`config.mk`:
```
export PLATFORM = sky130hd
export DESIGN_NAME = tmcuart_sched
export DESIGN_NICKNAME = d
export VERILOG_FILES = /design/src/rtl/tmcuart_pkg.sv /design/src/rtl/tmcuart_rr.sv /design/src/rtl/tmcuart_sched.sv
export SDC_FILE = /design/constraint.sdc
export NUM_CORES = 1
export LEC_CHECK = 0
export BUFFER_PORTS_ARGS = -buffer_cell sky130_fd_sc_hd__buf_2
export CAP_MARGIN = 0
export CELL_PAD_IN_SITES_DETAIL_PLACEMENT = 2
export CELL_PAD_IN_SITES_GLOBAL_PLACEMENT = 2
export CORE_ASPECT_RATIO = 0.5
export CORE_MARGIN = 5
export CORE_UTILIZATION = 35
export DETAILED_ROUTE_END_ITERATION = 12
export PLACE_DENSITY = 0.9
export SLEW_MARGIN = 15
export SYNTH_ARGS = -nofsm -noshare
export SYNTH_HDL_FRONTEND = slang
export SYNTH_HIERARCHICAL = 1
export SYNTH_SLANG_ARGS = --single-unit
```
`constraint.sdc`:
```
create_clock -name clk -period 14.7 [get_ports clk]
set_clock_uncertainty 0.05 [all_clocks]
set_input_delay 0.735 -clock clk [delete_from_list [all_inputs] [get_ports clk]]
set_output_delay 0.735 -clock clk [all_outputs]
set_load 0.05 [all_outputs]
```
`src/rtl/tmcuart_pkg.sv`:
```
// TMC UART poll/host scheduler: shared status codes,
// FSM state encoding and arbitration constants.
package tmcuart_pkg;

   localparam int STATUS_BITS = 3;
   localparam int HOST_STREAK = 4;

   typedef enum logic [STATUS_BITS-1:0] {
      ST_OK          = 3'd0,
      ST_TIMEOUT     = 3'd1,
      ST_SYNC        = 3'd2,
      ST_MASTER_ADDR = 3'd3,
      ST_REGISTER    = 3'd4,
      ST_CRC         = 3'd5,
      ST_ABORT       = 3'd6
   } status_e;

   typedef enum logic [1:0] {
      S_IDLE,
      S_ISSUE,
      S_WAIT,
      S_REPORT
   } state_e;

endpackage

```
`src/rtl/tmcuart_rr.sv`:
```
// Round-robin picker: first pending channel strictly
// after the last granted one, wrapping around.
module tmcuart_rr
   import tmcuart_pkg::*;
#(
   parameter int NUART = 4
) (
   input  logic [NUART-1:0]         pend_i,
   input  logic [$clog2(NUART)-1:0] last_i,
   output logic [$clog2(NUART)-1:0] gnt_o,
   output logic                     vld_o
);

   localparam int NB = $clog2(NUART);

   logic [NB-1:0] idx;

   // Scan farthest-first so the nearest hit is written last.
   always_comb begin
      gnt_o = '0;
      vld_o = 1'b0;
      idx   = '0;
      for (int i = NUART; i >= 1; i--) begin
         idx = NB'((int'(last_i) + i) % NUART);
         if (pend_i[idx]) begin
            gnt_o = idx;
            vld_o = 1'b1;
         end
      end
   end

endmodule

```
`src/rtl/tmcuart_sched.sv`:
```
// Arbitrates host requests and periodic status polls onto
// one TMC UART transaction engine, with a watchdog.
module tmcuart_sched
   import tmcuart_pkg::*;
#(
   parameter int         NUART          = 4,
   parameter int         POLL_CYCLES    = 48000,
   parameter logic [6:0] POLL_REG       = 7'h6F,
   parameter int         TIMEOUT_CYCLES = 262144
) (
   input  logic                     clk,
   input  logic                     rst,
   input  logic                     host_req,
   input  logic                     host_rdwr,
   input  logic [$clog2(NUART)-1:0] host_channel,
   input  logic [7:0]               host_slave,
   input  logic [6:0]               host_register,
   input  logic [31:0]              host_wdata,
   output logic                     host_ack,
   output logic                     host_done,
   output logic [STATUS_BITS-1:0]   host_status,
   output logic [31:0]              host_rdata,
   input  logic [NUART-1:0]         poll_enable,
   input  logic [7:0]               poll_slave,
   output logic                     poll_valid,
   output logic [$clog2(NUART)-1:0] poll_channel,
   output logic [STATUS_BITS-1:0]   poll_status,
   output logic [31:0]              poll_rdata,
   output logic                     eng_start,
   output logic                     eng_abort,
   output logic                     eng_rdwr,
   output logic [$clog2(NUART)-1:0] eng_channel,
   output logic [7:0]               eng_slave,
   output logic [6:0]               eng_register,
   output logic [31:0]              eng_wdata,
   input  logic                     eng_done,
   input  logic [STATUS_BITS-1:0]   eng_status,
   input  logic [31:0]              eng_rdata,
   input  logic                     shutdown
);

   localparam int NB = $clog2(NUART);
   localparam int CW = (POLL_CYCLES > 1) ? $clog2(POLL_CYCLES) : 1;
   localparam int TW = $clog2(TIMEOUT_CYCLES + 1);

   state_e                  state_q;
   logic [NUART-1:0]        pend_q, pend_d;
   logic [NB-1:0]           last_q;
   logic [2:0]              streak_q;
   logic [CW-1:0]           tick_q;
   logic [TW-1:0]           wd_q;
   logic                    host_q;
   logic                    eng_start_q, eng_abort_q, eng_rdwr_q;
   logic [NB-1:0]           eng_channel_q;
   logic [7:0]              eng_slave_q;
   logic [6:0]              eng_register_q;
   logic [31:0]             eng_wdata_q;
   logic                    host_ack_q, host_done_q, poll_valid_q;
   logic [STATUS_BITS-1:0]  host_status_q, poll_status_q;
   logic [31:0]             host_rdata_q, poll_rdata_q;
   logic [NB-1:0]           poll_channel_q;

   logic                    tick, idle, poll_cand;
   logic                    grant_host, grant_poll;
   logic                    wd_exp, finish;
   logic [NB-1:0]           rr_gnt;
   logic                    rr_vld;
   logic [STATUS_BITS-1:0]  rep_status;
   logic [31:0]             rep_rdata;

   tmcuart_rr #(.NUART(NUART)) u_rr (
      .pend_i (pend_q),
      .last_i (last_q),
      .gnt_o  (rr_gnt),
      .vld_o  (rr_vld)
   );

   assign tick       = (tick_q == CW'(POLL_CYCLES - 1));
   assign idle       = (state_q == S_IDLE);
   assign poll_cand  = rr_vld & ~shutdown;
   assign grant_host = idle & host_req &
                       (~poll_cand | (streak_q < 3'(HOST_STREAK)));
   assign grant_poll = idle & poll_cand & ~grant_host;
   assign wd_exp     = (wd_q == TW'(TIMEOUT_CYCLES - 1));
   assign finish     = (state_q == S_WAIT) & (eng_done | wd_exp);
   assign rep_status = eng_done ? eng_status : ST_ABORT;
   assign rep_rdata  = (eng_done & eng_rdwr_q) ? eng_rdata : '0;

   // A tick in the grant cycle re-arms the channel: set beats clear.
   always_comb begin
      pend_d = pend_q;
      if (grant_poll) pend_d[rr_gnt] = 1'b0;
      if (tick) pend_d = pend_d | poll_enable;
      pend_d = pend_d & poll_enable;
      if (shutdown) pend_d = '0;
   end

   always_ff @(posedge clk or posedge rst) begin
      if (rst) begin
         state_q        <= S_IDLE;
         pend_q         <= '0;
         last_q         <= NB'(NUART - 1);
         streak_q       <= '0;
         tick_q         <= '0;
         wd_q           <= '0;
         host_q         <= 1'b0;
         eng_start_q    <= 1'b0;
         eng_abort_q    <= 1'b0;
         eng_rdwr_q     <= 1'b0;
         eng_channel_q  <= '0;
         eng_slave_q    <= '0;
         eng_register_q <= '0;
         eng_wdata_q    <= '0;
         host_ack_q     <= 1'b0;
         host_done_q    <= 1'b0;
         host_status_q  <= '0;
         host_rdata_q   <= '0;
         poll_valid_q   <= 1'b0;
         poll_channel_q <= '0;
         poll_status_q  <= '0;
         poll_rdata_q   <= '0;
      end else begin
         tick_q       <= tick ? '0 : tick_q + CW'(1);
         pend_q       <= pend_d;
         eng_start_q  <= 1'b0;
         eng_abort_q  <= 1'b0;
         host_ack_q   <= 1'b0;
         host_done_q  <= 1'b0;
         poll_valid_q <= 1'b0;
         unique case (state_q)
            S_IDLE: begin
               if (grant_host) begin
                  state_q        <= S_ISSUE;
                  host_q         <= 1'b1;
                  eng_start_q    <= 1'b1;
                  host_ack_q     <= 1'b1;
                  eng_rdwr_q     <= host_rdwr;
                  eng_channel_q  <= host_channel;
                  eng_slave_q    <= host_slave;
                  eng_register_q <= host_register;
                  eng_wdata_q    <= host_wdata;
                  if (streak_q < 3'(HOST_STREAK))
                     streak_q <= streak_q + 3'd1;
               end else if (grant_poll) begin
                  state_q        <= S_ISSUE;
                  host_q         <= 1'b0;
                  eng_start_q    <= 1'b1;
                  eng_rdwr_q     <= 1'b1;
                  eng_channel_q  <= rr_gnt;
                  eng_slave_q    <= poll_slave;
                  eng_register_q <= POLL_REG;
                  eng_wdata_q    <= '0;
                  streak_q       <= '0;
                  last_q         <= rr_gnt;
               end
            end
            S_ISSUE: begin
               wd_q    <= TW'(1);
               state_q <= S_WAIT;
            end
            S_WAIT: begin
               if (finish) begin
                  state_q     <= S_REPORT;
                  eng_abort_q <= ~eng_done;
                  if (host_q) begin
                     host_done_q   <= 1'b1;
                     host_status_q <= rep_status;
                     host_rdata_q  <= rep_rdata;
                  end else begin
                     poll_valid_q   <= 1'b1;
                     poll_channel_q <= eng_channel_q;
                     poll_status_q  <= rep_status;
                     poll_rdata_q   <= rep_rdata;
                  end
               end else begin
                  wd_q <= wd_q + TW'(1);
               end
            end
            S_REPORT: state_q <= S_IDLE;
            default:  state_q <= S_IDLE;
         endcase
      end
   end

   assign host_ack     = host_ack_q;
   assign host_done    = host_done_q;
   assign host_status  = host_status_q;
   assign host_rdata   = host_rdata_q;
   assign poll_valid   = poll_valid_q;
   assign poll_channel = poll_channel_q;
   assign poll_status  = poll_status_q;
   assign poll_rdata   = poll_rdata_q;
   assign eng_start    = eng_start_q;
   assign eng_abort    = eng_abort_q;
   assign eng_rdwr     = eng_rdwr_q;
   assign eng_channel  = eng_channel_q;
   assign eng_slave    = eng_slave_q;
   assign eng_register = eng_register_q;
   assign eng_wdata    = eng_wdata_q;

endmodule

```
; Word level (Yosys, flattened, before mapping)
; Cells that the tools add are included.
[word_totals]
regBits = 174
word_cells = 132
[op_classes]
order_cmp = 7
n_addsub = 7
n_mux = 58
reduce_logical = 11
n_eq_ne = 9
n_bitwise = 18
[op_table]
columns = cell, count
row1 = $mux 32, 3
row2 = $pmux 19 s2, 1
row3 = $mux 1, 26
row4 = $add 19x1->19 const B, 1
row5 = $eq 19x18->1 const B, 1
row6 = $mux 19, 1
row7 = $mux 2, 9
row8 = $add 16x1->16 const B, 1
row9 = $eq 16x16->1 const B, 1
row10 = $mux 16, 1
row11 = $mux 8, 2
row12 = $lt 2x3->1 const B, 5
row13 = $mux 7, 2
row14 = $mux 3, 4
row15 = $mux 4, 3
row16 = $reduce_and 3->1, 4
row17 = $and 4x4->4, 2
row18 = $bmux 1 s2, 4
row19 = $pmux 2 s4, 1
row20 = $and 1x1->1, 7
row21 = $reduce_and 2->1, 3
row22 = $not 1->1, 5
row23 = $add 2x1->2 const B, 2
row24 = $add 2x2->2 const B, 2
row25 = other kinds (15), 19

; Logic depth before layout (Yosys ltp)
[depth]
word_depth = 18
ltp_mapped = 9
mapped_depth_nobuf = 7

; By module
; Netlist, hierarchy kept.
[by_module_without_submodules]
columns = module, area_per_inst_um2, cells_each, instances, seq_area_each_um2
row1 = tmcuart_sched, 7343.3, 600, 1, 4356.7
row2 = tmcuart_rr, 91.3, 14, 1, 0.0

; Worst setup path before layout
; Ideal clock, no wire load.
[synth_timing]
path_type = input to register
start = input port shutdown
end = register eng_slave_q[0] (netlist: eng_slave[0])
setup_slack_ns = 12.537
cell_stages = 7
arrival_time_ns = 1.986
setup_time_ns = 0.127
cell_sequence = nor2b_1 -> a21o_1 -> clkbuf_1 -> inv_2 -> buf_1 -> a222oi_1 -> inv_1
[synth_via]
elab_chain_len = 9
word_cells_on_any_way = 11
[synth_rtl]
columns = item, line
row1 = from (decl), tmcuart_sched.sv:39  ; input logic shutdown
row2 = $not 1->1 (*), tmcuart_sched.sv:80  ; assign poll_cand = rr_vld & ~shutdown;
row3 = $and 1x1->1 (*), tmcuart_sched.sv:80
row4 = $not 1->1, tmcuart_sched.sv:82  ; (~poll_cand | (streak_q < 3'(HOST_STREAK)));
row5 = $or 1x1->1, tmcuart_sched.sv:82
row6 = $and 1x1->1, tmcuart_sched.sv:81  ; assign grant_host = idle & host_req &
row7 = $not 1->1 (no source line), n/a
row8 = $and 1x1->1, tmcuart_sched.sv:83  ; assign grant_poll = idle & poll_cand & ~grant_host;
row9 = $reduce_bool 2->1 (no source line), n/a
row10 = $reduce_and 2->1 (no source line), n/a
row11 = to (signal assigned), tmcuart_sched.sv:139  ; eng_slave_q <= host_slave;
row12 = to (signal assigned), tmcuart_sched.sv:150  ; eng_slave_q <= poll_slave;
row13 = to (decl), tmcuart_sched.sv:55  ; logic [7:0] eng_slave_q;
; Every way passes the cells marked *; elsewhere a longest branch is shown, timed or not.
; A chain may end at the register's enable or synchronous reset.

; Worst setup path in the final report
[layout_timing]
start = register state_q[0]
end = register wd_q[13]
[layout_via]
elab_chain_len = 4
word_cells_on_any_way = 7
[layout_rtl]
columns = item, line
row1 = from (decl), tmcuart_sched.sv:46  ; state_e state_q;
row2 = from (signal assigned), tmcuart_sched.sv:100  ; state_q <= S_IDLE;
row3 = from (signal assigned), tmcuart_sched.sv:133  ; state_q <= S_ISSUE;
row4 = from (signal assigned), tmcuart_sched.sv:145  ; state_q <= S_ISSUE;
row5 = $eq 2x2->1, "tmcuart_sched.sv:85, tmcuart_sched.sv:130"
row6 = $and 1x1->1, tmcuart_sched.sv:85  ; assign finish = (state_q == S_WAIT) & (eng_done | wd_exp);
row7 = $ne 2x2->1 (no source line), n/a
row8 = $reduce_and 2->1 (no source line), n/a
row9 = to (signal assigned), tmcuart_sched.sv:176  ; wd_q <= wd_q + TW'(1);
row10 = to (decl), tmcuart_sched.sv:51  ; logic [TW-1:0] wd_q;
; Parallel ways exist; a longest one is shown, timed or not.

==> results list <==
- Status: complete, no violations
- Post-CTS setup-driven buffer insertion count: 0
- Number of hold violations in the final report: 0
- At the worst endpoint, the required time is around 15 ns.
- Layout area overhead: 25.56%
- For this run the aggregate overflow at the end of global routing stands at 0.
- For the pin with the worst max-slew slack, the measured transition is between 1 and 1.5 ns.
- The detailed router finished its first iteration with around 400 violations.
- The pre-antenna-repair detailed-routing pass consisted of 4 iterations.
* Net count after synthesis: approximately 720
* Startpoint type of the worst setup path: register
- The die is about 110 µm tall.
- N_diodes: 0
* Path depth of the worst reg2reg path: 6
- Classification of the worst setup path: reg2reg
- Vias per std cell: 5.484
- Across every metal layer, demand over resource in global routing totals 0.2162.
- For this design the static power due to leakage is between 4 and 5 nW.
- Top-level port count: roughly 230
- Of the available clock period, the critical path in the final layout requires 0.2082.
- Maximum root-to-sink buffer count: 2
- Together, buffers and inverters on the worst path number 1.
* Reg clk slew, reported paths: roughly 0.070 ns
* Cell seen most often among critical-path stages: a21oi_1
- Sequential Area: about 4400 µm²
* Critical Path Sink Type: register
- Setup Viol. Count Final: 0
- In the final design database the tool counted roughly 940 nets.
* Post-place instance area: ~9000 µm²
- Along the worst path, the maximum fanout reaches 12.
- CTS placed an instance of clkbuf_16 at the clock tree root.
* Final setup TNS: 0 ns
- The worst register-to-register path has a setup slack of between 10 and 15 ns.
- Dominant synthesized flop cell: dfrtp_1
- Routability cong.: between 0.7 and 0.8
- Via count: between 6k and 7k
- Post-synthesis instance area: between 7000 and 8000 µm²
- Headroom to the max-slew limit came out at 0.3053.
- Wire length of the first global-routing pass: 41610 µm
* Number of rows created at floorplan: 37
- Setup repair after global routing left no endpoint under its margin.
* Area of the multi-input gates: approximately 2800 µm²
* Path category of the worst min-delay check: in2async
- Critical path, cell by cell: inv_1, ha_1, nand2b_1, a21oi_1, a21oi_1, a221o_1
- Detailed placer's ending HPWL: approximately 18000 µm
* Synthesis-stage register bit count: about 170
* Category of cells accounting for the largest share of critical-path delay: compound AO/OA/AOI/OAI gates
- During synthesis, Yosys emitted a total of 6 warnings.
* TritonCTS clock tree: yes
- In this run the critical register-to-register path is captured at wd_q[13].
- In this run the worst setup path begins at state_q[0].
- Async set-or-reset flop fraction in the synthesized netlist: 1.000
- Synth unique cells: 65
- Entering global routing, the biggest net connects roughly 110 pins.
- Core Region: a little over 20000 µm²
- Post-DR wirelength/cell: about 24 µm
- Initial antenna violation count: 0
- For this configuration, the core starts out at a cell density of 0.3593.
- The number of hold buffers added after CTS was 0.
* Max-slew violation count: 0
* Crit path to: wd_q[13]
- Power Density: 232.9 nW/µm²
- Sequential-to-total area share from yosys stat: 0.5860
* Worst-Skew Late Latency: between 0.4 and 0.5 ns
- # fillers: roughly 2.1k
* Number of buffers inserted during clock tree synthesis: 17
- Number of port buffers: 228
- Fraction of final layout cells with drive strength greater than 1: 0.3504
* Average cell area after synthesis: between 10 and 15 µm²
- For this design, the sink count on the clock tree is 174.
- In this run, synthesis inferred 0 flip-flops with an integrated enable.
- Worst IR drop on VDD: between 0.1 and 0.15 mV
- For this design, the slowest cell found on the critical path is a21oi_1.
- Die width: approximately 220 µm
- Number of gates given a new drive strength after cts: 0
- The worst register-to-register path begins at state_q[0].
* Worst Hold Margin: 0.4098 ns
- The H-tree was split into 4 levels.
- Total power: roughly 2.2 mW
- The die covers 24430 µm².
- In this run the number of cells on the critical path is 6.
- Critical Path AT: approximately 3.3 ns
* Routed wire length: 26460 µm
- After technology mapping, the gate count stands at between 600 and 700.
* Area of all placed cells without fillers: 9335 µm²
* Maximum clock frequency: 326.7 MHz
- DRC: 0
* Total of max-cap violations: 0
- Count of antenna-violating nets left after detailed routing: 0
* Crit-path max cell delay: approximately 0.84 ns
- Post-route minimum period: approximately 3.1 ns
- Vias in the first global route: approximately 7k
cells by family after synthesis:
family	Yosys count	share of synthesized area
multiplexers	41	0.06160
AND/OR/NAND/NOR	176	0.1351
XOR/XNOR	17	0.02003
flip-flops	174	0.5860
adder cells (fa/ha/maj)	7	0.01178
AO/OA/AOI/OAI	138	0.1508
buffers and inverters	61	0.03467
cell type report:
class | count | area share
clock buffer | 24 | 0.05053
clock inverter | 7 | 0.004289
inverter | 23 | 0.01005
multi-input combinational | 379 | 0.3040
sequential | 174 | 0.4667
tap | 273 | 0.03659
timing repair buffer | 235 | 0.1279
placed cells by master (no fill, tap or decap), types with 9 or more instances in the layout:
cell type  netlist  routed
inv_1           21      20
xnor2_1         10      10
nand3_1         24      24
nor2_1          25      25
nand2_1         37      37
o22a_1           9       9
dfrtp_1        172     172
buf_2            8     228
mux2_1          19      19
mux2_2          19      19
a21oi_1         14      14
a22o_1          66      66
and3_1          35      35
a222oi_1         9       9
clkbuf_16        0      17
power by group:
group / total [mW] / switching (mW) / internal (mW)
clock network: 0.416 / 0.194 / 0.223
logic: 1.03 / 0.780 / 0.250
registers: 0.727 / 0.0976 / 0.630
total: 2.17 / 1.07 / 1.10
worst register-to-register path, cell delays in order, from the launching register on:
cell and delay [ns]:
dfrtp_1 0.41, inv_1 0.14, ha_1 0.52, nand2b_1 0.22, a21oi_1 0.84, a21oi_1 0.32, a221o_1 0.44
synthesized netlist by cell type (5+ instances only):
library cell  count  area, µm²
nor2_1           25      93.84
nor2b_1           5      31.28
and3_1           35      219.0
nand4_1           7      43.79
dfrtp_1         172       4304
or3_1             7      43.79
mux2_1           19      214.0
a22o_1           66      578.1
mux2_2           19      214.0
and2_1            6      37.54
inv_1            21      78.83
xnor2_1          10      87.58
xor2_1            7      61.31
nand3_1          24      120.1
a21oi_1          14      70.07
buf_2             8      40.04
o22a_1            9      78.83
ha_1              7      87.58
clkbuf_1         23      86.33
nand2b_1          8      50.05
o21ai_0           7      35.03
a222oi_1          9      90.09
nand2_1          37      138.9
per-stage QoR:
stage / worst slack [ns] / std cells / util
final: 11.64 / 1115 / 0.4511
after global routing: 11.40 / 1115 / 0.4511
after CTS: 11.71 / 1115 / 0.4510
after detailed placement: 11.66 / 1084 / 0.4263
after global placement: 11.76 / 1084 / 0.4263
after floorplan: 9.201 / 614 / -
layer usage:
layer / up-vias / track usage / wire [µm]
met4: 0 / 0.08425 / 754
met5: - / 0 / 0
met2: 161 / 0.3926 / 13960
li1: 2683 / - / -
met1: 3221 / 0.2513 / 10820
met3: 50 / 0.04918 / 933
state kept, by name, indices dropped and copies added, names as in the netlist, 2 cells and up:
register,flops
tick_q,16
eng_register,7
host_status,3
pend_q,4
poll_rdata,32
state_q,2
host_rdata,32
poll_status,3
wd_q,19
eng_slave,8
streak_q,3
eng_channel,2
poll_channel,2
eng_wdata,32
last_q,2
how the worst min path moves through the flow:
stage	cells after the start	slack [ns]	to	startpoint
final	2	0.41	eng_register[1]	rst
after global routing	2	0.45	eng_wdata[16]	host_wdata[16]
after CTS	1	0.44	poll_rdata[12]	poll_rdata[12]
after detailed placement	1	0.43	poll_rdata[14]	poll_rdata[14]
after global placement	1	0.42	poll_channel[0]	poll_channel[0]
after floorplan	1	0.40	tick_q[6]	tick_q[6]
Power figures use the tool's default switching activity.
